<file path="src/rtl/fpu_pkg.sv">
// Shared FPU constants, FCLASS mask bit positions and the stage-1 flag record.
package fpu_pkg;

  localparam int unsigned XLEN   = 32;
  localparam int unsigned EXP_W  = 8;
  localparam int unsigned MAN_W  = 23;
  localparam int unsigned TAG_W  = 5;
  localparam int unsigned FCLS_W = 10;

  localparam int unsigned FCLS_NINF  = 0;
  localparam int unsigned FCLS_NNORM = 1;
  localparam int unsigned FCLS_NSUB  = 2;
  localparam int unsigned FCLS_NZERO = 3;
  localparam int unsigned FCLS_PZERO = 4;
  localparam int unsigned FCLS_PSUB  = 5;
  localparam int unsigned FCLS_PNORM = 6;
  localparam int unsigned FCLS_PINF  = 7;
  localparam int unsigned FCLS_SNAN  = 8;
  localparam int unsigned FCLS_QNAN  = 9;

  typedef struct packed {
    logic sign;
    logic exp_ones;
    logic exp_zero;
    logic man_zero;
    logic man_msb;
  } fclass_flags_t;

endpackage

</file>
<file path="src/rtl/fclass_pipe_if.sv">
// Operand/result handshake bundle for the FCLASS pipeline.
interface fclass_pipe_if
  import fpu_pkg::*;
#(
  parameter int unsigned XLEN  = fpu_pkg::XLEN,
  parameter int unsigned TAG_W = fpu_pkg::TAG_W
);
  logic             in_valid;
  logic             in_ready;
  logic [XLEN-1:0]  rs1;
  logic [TAG_W-1:0] in_tag;
  logic             out_valid;
  logic             out_ready;
  logic [XLEN-1:0]  rd;
  logic [TAG_W-1:0] out_tag;

  modport slave (
    input  in_valid, rs1, in_tag, out_ready,
    output in_ready, out_valid, rd, out_tag
  );

  modport master (
    output in_valid, rs1, in_tag, out_ready,
    input  in_ready, out_valid, rd, out_tag
  );
endinterface

</file>
<file path="src/rtl/fclass_decode.sv">
// Combinational FCLASS decode: field flags to a 10-bit one-hot class mask.
module fclass_decode
  import fpu_pkg::*;
(
  input  fclass_flags_t     flags,
  output logic [FCLS_W-1:0] mask
);

  always_comb begin
    mask = '0;
    if (flags.exp_ones) begin
      // NaN classes deliberately ignore the sign bit
      if (flags.man_zero)
        mask[flags.sign ? FCLS_NINF : FCLS_PINF] = 1'b1;
      else if (flags.man_msb)
        mask[FCLS_QNAN] = 1'b1;
      else
        mask[FCLS_SNAN] = 1'b1;
    end else if (flags.exp_zero) begin
      if (flags.man_zero)
        mask[flags.sign ? FCLS_NZERO : FCLS_PZERO] = 1'b1;
      else
        mask[flags.sign ? FCLS_NSUB : FCLS_PSUB] = 1'b1;
    end else begin
      mask[flags.sign ? FCLS_NNORM : FCLS_PNORM] = 1'b1;
    end
  end

endmodule

</file>
<file path="src/rtl/fclass_pipe.sv">
// Two-stage FCLASS.S pipeline: stage 1 captures field flags, stage 2 holds the mask.
module fclass_pipe
  import fpu_pkg::*;
#(
  parameter int unsigned XLEN  = fpu_pkg::XLEN,
  parameter int unsigned EXP_W = fpu_pkg::EXP_W,
  parameter int unsigned MAN_W = fpu_pkg::MAN_W,
  parameter int unsigned TAG_W = fpu_pkg::TAG_W
)(
  input  logic         clk,
  input  logic         rst,
  fclass_pipe_if.slave bus
);

  logic             s1_valid;
  fclass_flags_t    s1_flags;
  logic [TAG_W-1:0] s1_tag;
  logic             s2_valid;
  logic             adv1;
  logic             adv2;
  logic [EXP_W-1:0] exp_f;
  logic [MAN_W-1:0] man_f;
  fclass_flags_t    in_flags;
  logic [FCLS_W-1:0] mask;

  assign exp_f = bus.rs1[XLEN-2 -: EXP_W];
  assign man_f = bus.rs1[MAN_W-1:0];

  always_comb begin
    in_flags          = '0;
    in_flags.sign     = bus.rs1[XLEN-1];
    in_flags.exp_ones = &exp_f;
    in_flags.exp_zero = ~|exp_f;
    in_flags.man_zero = ~|man_f;
    in_flags.man_msb  = man_f[MAN_W-1];
  end

  // Backpressure ripples combinationally from out_ready so a full pipe still streams.
  assign adv2         = !s2_valid || bus.out_ready;
  assign adv1         = !s1_valid || adv2;
  assign bus.in_ready = adv1;
  assign bus.out_valid = s2_valid;

  fclass_decode u_decode (
    .flags (s1_flags),
    .mask  (mask)
  );

  always_ff @(posedge clk or posedge rst) begin
    if (rst) begin
      s1_valid    <= 1'b0;
      s1_flags    <= '0;
      s1_tag      <= '0;
      s2_valid    <= 1'b0;
      bus.rd      <= '0;
      bus.out_tag <= '0;
    end else begin
      if (adv1) begin
        s1_valid <= bus.in_valid;
        if (bus.in_valid) begin
          s1_flags <= in_flags;
          s1_tag   <= bus.in_tag;
        end
      end
      if (adv2) begin
        s2_valid <= s1_valid;
        if (s1_valid) begin
          bus.rd      <= XLEN'(mask);
          bus.out_tag <= s1_tag;
        end
      end
    end
  end

endmodule
</file>
<file path="src/flat_wrapper.sv">
// flat-port wrapper written by rule: the top's interface ports become plain ports
module fclass_pipe_flat import fpu_pkg::*;
#(
  parameter int unsigned XLEN  = fpu_pkg::XLEN,
  parameter int unsigned EXP_W = fpu_pkg::EXP_W,
  parameter int unsigned MAN_W = fpu_pkg::MAN_W,
  parameter int unsigned TAG_W = fpu_pkg::TAG_W
)
  (clk, rst, bus_in_valid, bus_rs1, bus_in_tag, bus_out_ready, bus_in_ready, bus_out_valid, bus_rd, bus_out_tag);
  fclass_pipe_if #(.XLEN(XLEN), .TAG_W(TAG_W)) bus_i ();
  input  logic clk;
  input  logic rst;
  input wire logic [$bits(bus_i.in_valid)-1:0] bus_in_valid;
  input wire logic [$bits(bus_i.rs1)-1:0] bus_rs1;
  input wire logic [$bits(bus_i.in_tag)-1:0] bus_in_tag;
  input wire logic [$bits(bus_i.out_ready)-1:0] bus_out_ready;
  output wire logic [$bits(bus_i.in_ready)-1:0] bus_in_ready;
  output wire logic [$bits(bus_i.out_valid)-1:0] bus_out_valid;
  output wire logic [$bits(bus_i.rd)-1:0] bus_rd;
  output wire logic [$bits(bus_i.out_tag)-1:0] bus_out_tag;
  assign bus_i.in_valid = bus_in_valid;
  assign bus_i.rs1 = bus_rs1;
  assign bus_i.in_tag = bus_in_tag;
  assign bus_i.out_ready = bus_out_ready;
  assign bus_in_ready = bus_i.in_ready;
  assign bus_out_valid = bus_i.out_valid;
  assign bus_rd = bus_i.rd;
  assign bus_out_tag = bus_i.out_tag;
  fclass_pipe #(.XLEN(XLEN), .EXP_W(EXP_W), .MAN_W(MAN_W), .TAG_W(TAG_W)) u_core (.clk(clk), .rst(rst), .bus(bus_i));
endmodule
</file>
<file path="config.mk">
export PLATFORM = sky130hd
export DESIGN_NAME = fclass_pipe_flat
export DESIGN_NICKNAME = d
export VERILOG_FILES = /design/src/rtl/fpu_pkg.sv /design/src/rtl/fclass_pipe_if.sv /design/src/rtl/fclass_decode.sv /design/src/rtl/fclass_pipe.sv /design/src/flat_wrapper.sv
export SDC_FILE = /design/constraint.sdc
export NUM_CORES = 1
export LEC_CHECK = 0
export BUFFER_PORTS_ARGS = -buffer_cell sky130_fd_sc_hd__buf_4
export CORE_UTILIZATION = 47
export DETAILED_ROUTE_END_ITERATION = 8
export MAX_ROUTING_LAYER = met4
export PLACE_DENSITY_LB_ADDON = 0.3
export SLEW_MARGIN = 25
export SYNTH_ARGS = -nofsm -noshare
export SYNTH_HDL_FRONTEND = slang
export SYNTH_SLANG_ARGS = --single-unit
</file>
<file path="constraint.sdc">
create_clock -name clk -period 3.25 [get_ports clk]
set_input_delay 0.1625 -clock clk [delete_from_list [all_inputs] [get_ports clk]]
set_output_delay 0.1625 -clock clk [all_outputs]
set_load 0.1 [all_outputs]
</file>
== Word-level counts from Yosys, hierarchy flattened ==
Cells that the tools add are included.

* Flip-flop bits (word level): 27
* Input port bits: 41
* Output and inout bits: 39

* Magnitude comparators: 8
* Mux-type cells: 19
* Reductions and logical operators: 15

{| class="wikitable"
|+ Operators with widths
! operator !! count
|-
| $ge 32x1->1 const B || 1
|-
| $lt 32x5->1 const B || 1
|-
| $mux 10 || 3
|-
| $reduce_or 23->1 || 1
|-
| $demux 1 s4 || 4
|-
| $lt 3x5->1 const B || 3
|-
| $mux 3 || 4
|-
| $ge 3x1->1 const B || 3
|-
| $mux 8 || 1
|-
| $reduce_and 8->1 || 1
|-
| $reduce_or 8->1 || 1
|-
| $mux 1 || 6
|-
| $logic_and 1x1->1 || 4
|-
| $logic_not 1->1 || 4
|-
| $reduce_and 2->1 || 2
|-
| $logic_or 1x1->1 || 2
|-
| $mux 2 || 1
|}

== Longest topological paths before layout ==
* Word-level depth: 8
* Gate-level depth with buffers: 4
* Mapped depth without buffers: 3

== Cells and area by module ==
From an unflattened synthesis, not the netlist that was laid out.

* Cells, all modules: 107
* Area, all modules: 1,412.6 um2

{| class="wikitable"
|+ Modules (own cells, without submodules)
! module !! times used !! cells an instance !! area each (um2)
|-
| fclass_pipe || 1 || 97 || 1,322.5
|-
| fclass_decode || 1 || 10 || 90.1
|}

== Worst setup path after synthesis ==
Ideal clock, no wire load.

* Path kind: register -> register
* Start point: register u_core.s2_valid (netlist: u_core.bus.out_valid)
* End point: register u_core.s1_flags[0] in the netlist's numbering
* Arrival: 2.114 ns
* Required time: 3.125 ns
* Setup slack: 1.011 ns
* Stages on the path, launching flop included: 4
* Period minus slack after synthesis: 2.239 ns
* Cells stage by stage: dfrtp_1 -> nand3b_4 -> nand2_4 -> mux2_2

* Word-level cells in the longest chain between the ends: 4

{| class="wikitable"
|+ Ends and longest elaborated chain
! what !! line !! source
|-
| start: declaration || fclass_pipe.sv:18 || <nowiki>logic s2_valid;</nowiki>
|-
| start signal: assignment || fclass_pipe.sv:66 || <nowiki>s2_valid <= s1_valid;</nowiki>
|-
| $logic_not 1->1 || fclass_pipe.sv:39 || <nowiki>assign adv2 = !s2_valid || bus.out_ready;</nowiki>
|-
| $logic_or 1x1->1 || fclass_pipe.sv:39 ||
|-
| $logic_or 1x1->1 || fclass_pipe.sv:40 || <nowiki>assign adv1 = !s1_valid || adv2;</nowiki>
|-
| via bus_in_ready || flat_wrapper.sv:17 || <nowiki>output wire logic [$bits(bus_i.in_ready)-1:0] bus_in_ready;</nowiki>
|-
| $reduce_and 2->1 (no source line) || n/a ||
|-
| end signal: assignment || fclass_pipe.sv:61 || <nowiki>s1_flags <= in_flags;</nowiki>
|-
| end: declaration || fclass_pipe.sv:16 || <nowiki>fclass_flags_t s1_flags;</nowiki>
|}

The timed path passes the listed nets, and every way through them passes these cells.
A chain may end at the register's enable or synchronous reset.

== Final worst setup path ==
* Start point: register u_core.s1_valid
* End point: output bus_in_ready

* Word-level cells in the longest chain between the ends: 2

{| class="wikitable"
|+ Ends and longest elaborated chain
! what !! line !! source
|-
| start: declaration || fclass_pipe.sv:15 || <nowiki>logic s1_valid;</nowiki>
|-
| start signal: assignment || fclass_pipe.sv:59 || <nowiki>s1_valid <= bus.in_valid;</nowiki>
|-
| $logic_not 1->1 || fclass_pipe.sv:40 ||
|-
| $logic_or 1x1->1 || fclass_pipe.sv:40 ||
|-
| end: declaration || flat_wrapper.sv:17 ||
|}

Every way passes these cells.

==> metrics <==
final instance area=roughly 1800 um2; status=finished, violations left; Clk pwr share=0.137; Hold Crit Start=bus_in_tag[2]; Reg-to-Reg End=u_core.bus.rd[8]; GP Congestion=0.745; vias in the first global route=986; Yosys top cell area share=0.479; top_reg_cell synth=dfrtp_1; Boundary Pins=80; Max Transition Viols Final=0; die area=roughly 3200 um2; post-cts resize count=0; syn_area_per_cell=13.1 um2; drt wl/cell=12.4 um; P&R area growth vs syn=28.4%; initial antenna violation count=0; Crit. End Element=output pin; GRT Total Usage=0.167; Max Cap Viol=0; DRT Wirelength=2.46 mm; Sequential Power Share=0.397; Setup crit start kind=flop; clock-pin slew on the worst setup and hold paths=0.14 ns; CTS max path bufs=2; largest net degree at the start of global routing=28; Worst-Margin Slew=0.536 ns; most frequent cell after synthesis=dfrtp_1; Final Hold Fails=0; CP endpoint=bus_in_ready; EDFF count, synth=0; Int Power=539 uW; worst skew pair latency=0.31 ns; Static Leakage=0.939 nW; Netlist cell types=24; Worst EP required=3.09 ns; final setup skew=0.00673 ns; CP Data Arrival Time=1.21 ns; switching power total=approximately 470 uW; cell area after synthesis=1410 um2; Seq/Total Area, Yosys=0.479; synthesized flop and latch total=27; cell taking the most area after synthesis=dfrtp_1; r2r worst-path depth=3; Slew headroom=0.642; share of cells above drive strength 1=0.533; Final setup viols=0; Max rail drop VDD=0.276 mV; Final HPWL DP=2.01 mm; RSZ-0062 raised after global routing=no; htree depth=1; origin of the critical flop-to-flop path=u_core.bus.out_valid; Final Cycle Share=0.424; Post-synth ARST share=1.00; Area contributors post-synth=dfrtp_1 48%, buf_4 12%, mux2_4 11%, mux2_2 10%, nor4_1 3.1%; Critical Path Source=u_core.s1_valid; failing checks=design-rule violations; critical path peak fanout=5; number of nets in the layout=209; Comb pwr share=0.466; DR vias=990; Pwr per Cell Area=556 nW/um2; Die W=about 57 um; Post-DRT Antenna Nets=0; Layout Cells excl Fill=198; ant diodes=0; Inst Count DP=193; Hold Crit Class=input pin to flop; Via density=5.00; CTS tree=done; flop2flop setup slack=2.01 ns; Crit Path Class=flop to output pin; GRT overflow=0; Overall Power=1.01 mW; fmax=727 MHz; row count=19; Sw Share=0.465; Gate Count Post-Synth=108; CTS Buf Count=3; DP Area=1770 um2; Iter 0 DRT Violations=12; first-pass GRT wire length=4.10 mm; PortBufs=57; Final min period=1.38 ns; Sink Count=27; setup TNS=0 ns; Post-synth top cells=27 x dfrtp_1, 22 x buf_4, 13 x mux2_2, 10 x mux2_4, 7 x nor4_1; Root Buffer=clkbuf_4; first-pass detailed-route iteration total=5; Initial Util=0.503; Die Y=~57 um; DRC viols=4; Syn. warnings=0; core footprint=2810 um2
==> metrics by stage <==
stage / worst slack, ns / util / hold slack (ns)
finish: 1.87 / 0.645 / 0.0720
global placement: 2.05 / 0.632 / 0.396
global route: 1.82 / 0.645 / 0.0511
CTS: 1.85 / 0.642 / 0.0652
floorplan: 1.01 / - / 0.215
detailed placement: 2.01 / 0.632 / 0.401
==> critical path: stages (launching register included) <==
cell,delay (ns)
dfrtp_1,0.46
nand3b_4,0.14
buf_4,0.30
==> repair_timing <==
item,CTS,global route
hold buffers,0,1
hold endpoints to repair,0,27
buffers inserted,0,0
==> routing by layer <==
layer | GRT usage | wire length [um] | vias to the layer above
met2 | 0.293 | 1300 | 49
met1 | 0.202 | 969 | 475
li1 | - | - | 464
met5 | - | 0 | -
met4 | 0.0523 | 17 | 0
met3 | 0.0161 | 170 | 2
==> final cells by class <==
cell class	instances	area, um2
fillers	222	995
multi-input cells	77	628
clock buffers	4	26.3
inverters	1	3.75
well taps	31	38.8
repair buffers	58	438
flip-flops and latches	27	676
==> cells by family after synthesis <==
logic type | Yosys count | synth area share
flip-flops | 27 | 0.479
other | 1 | 0.00266
buffers and inverters | 25 | 0.131
AO/OA/AOI/OAI | 2 | 0.0133
AND/OR/NAND/NOR | 30 | 0.163
multiplexers | 23 | 0.210
==> registers in the layout, summed over array words and instances (netlist names) <==
signal and cells:
u_core.bus.out_tag 5, u_core.bus.out_valid 1, u_core.s1_tag 5, u_core.s1_flags 5, u_core.bus.rd 10, u_core.s1_valid 1
==> power by group through the flow <==
stage / combinational (mW) / clock, mW / sequential, mW
after global placement: 0.465 / 0 / 0.405
after detailed placement: 0.470 / 0 / 0.408
after CTS: 0.471 / 0.145 / 0.401
final: 0.469 / 0.138 / 0.400
after floorplan: 0.219 / 0 / 0.582
after global routing: 0.485 / 0.159 / 0.406
==> placed cells by master (no fill, tap or decap), types with 2 or more instances in the layout <==
master / n
nor4_1: 7
mux2_4: 10
clkbuf_4: 3
buf_4: 57
conb_1: 22
nand4_1: 5
nor4bb_1: 2
mux2_2: 13
and3b_1: 2
nand2b_1: 2
dfrtp_1: 27
nand2_4: 2
nor3b_1: 2
nor3_1: 2
==> worst min path at each step <==
stage	to	slack (ns)	cells past startpoint
after floorplan	u_core.bus.out_tag[0]	0.22	1
after global placement	u_core.s1_tag[3]	0.40	2
after detailed placement	u_core.s1_tag[2]	0.40	2
after CTS	u_core.s1_tag[2]	0.07	2
after global routing	u_core.s1_tag[2]	0.05	2
final	u_core.s1_tag[2]	0.07	2
Note: power is estimated with default switching activity, not from simulation.
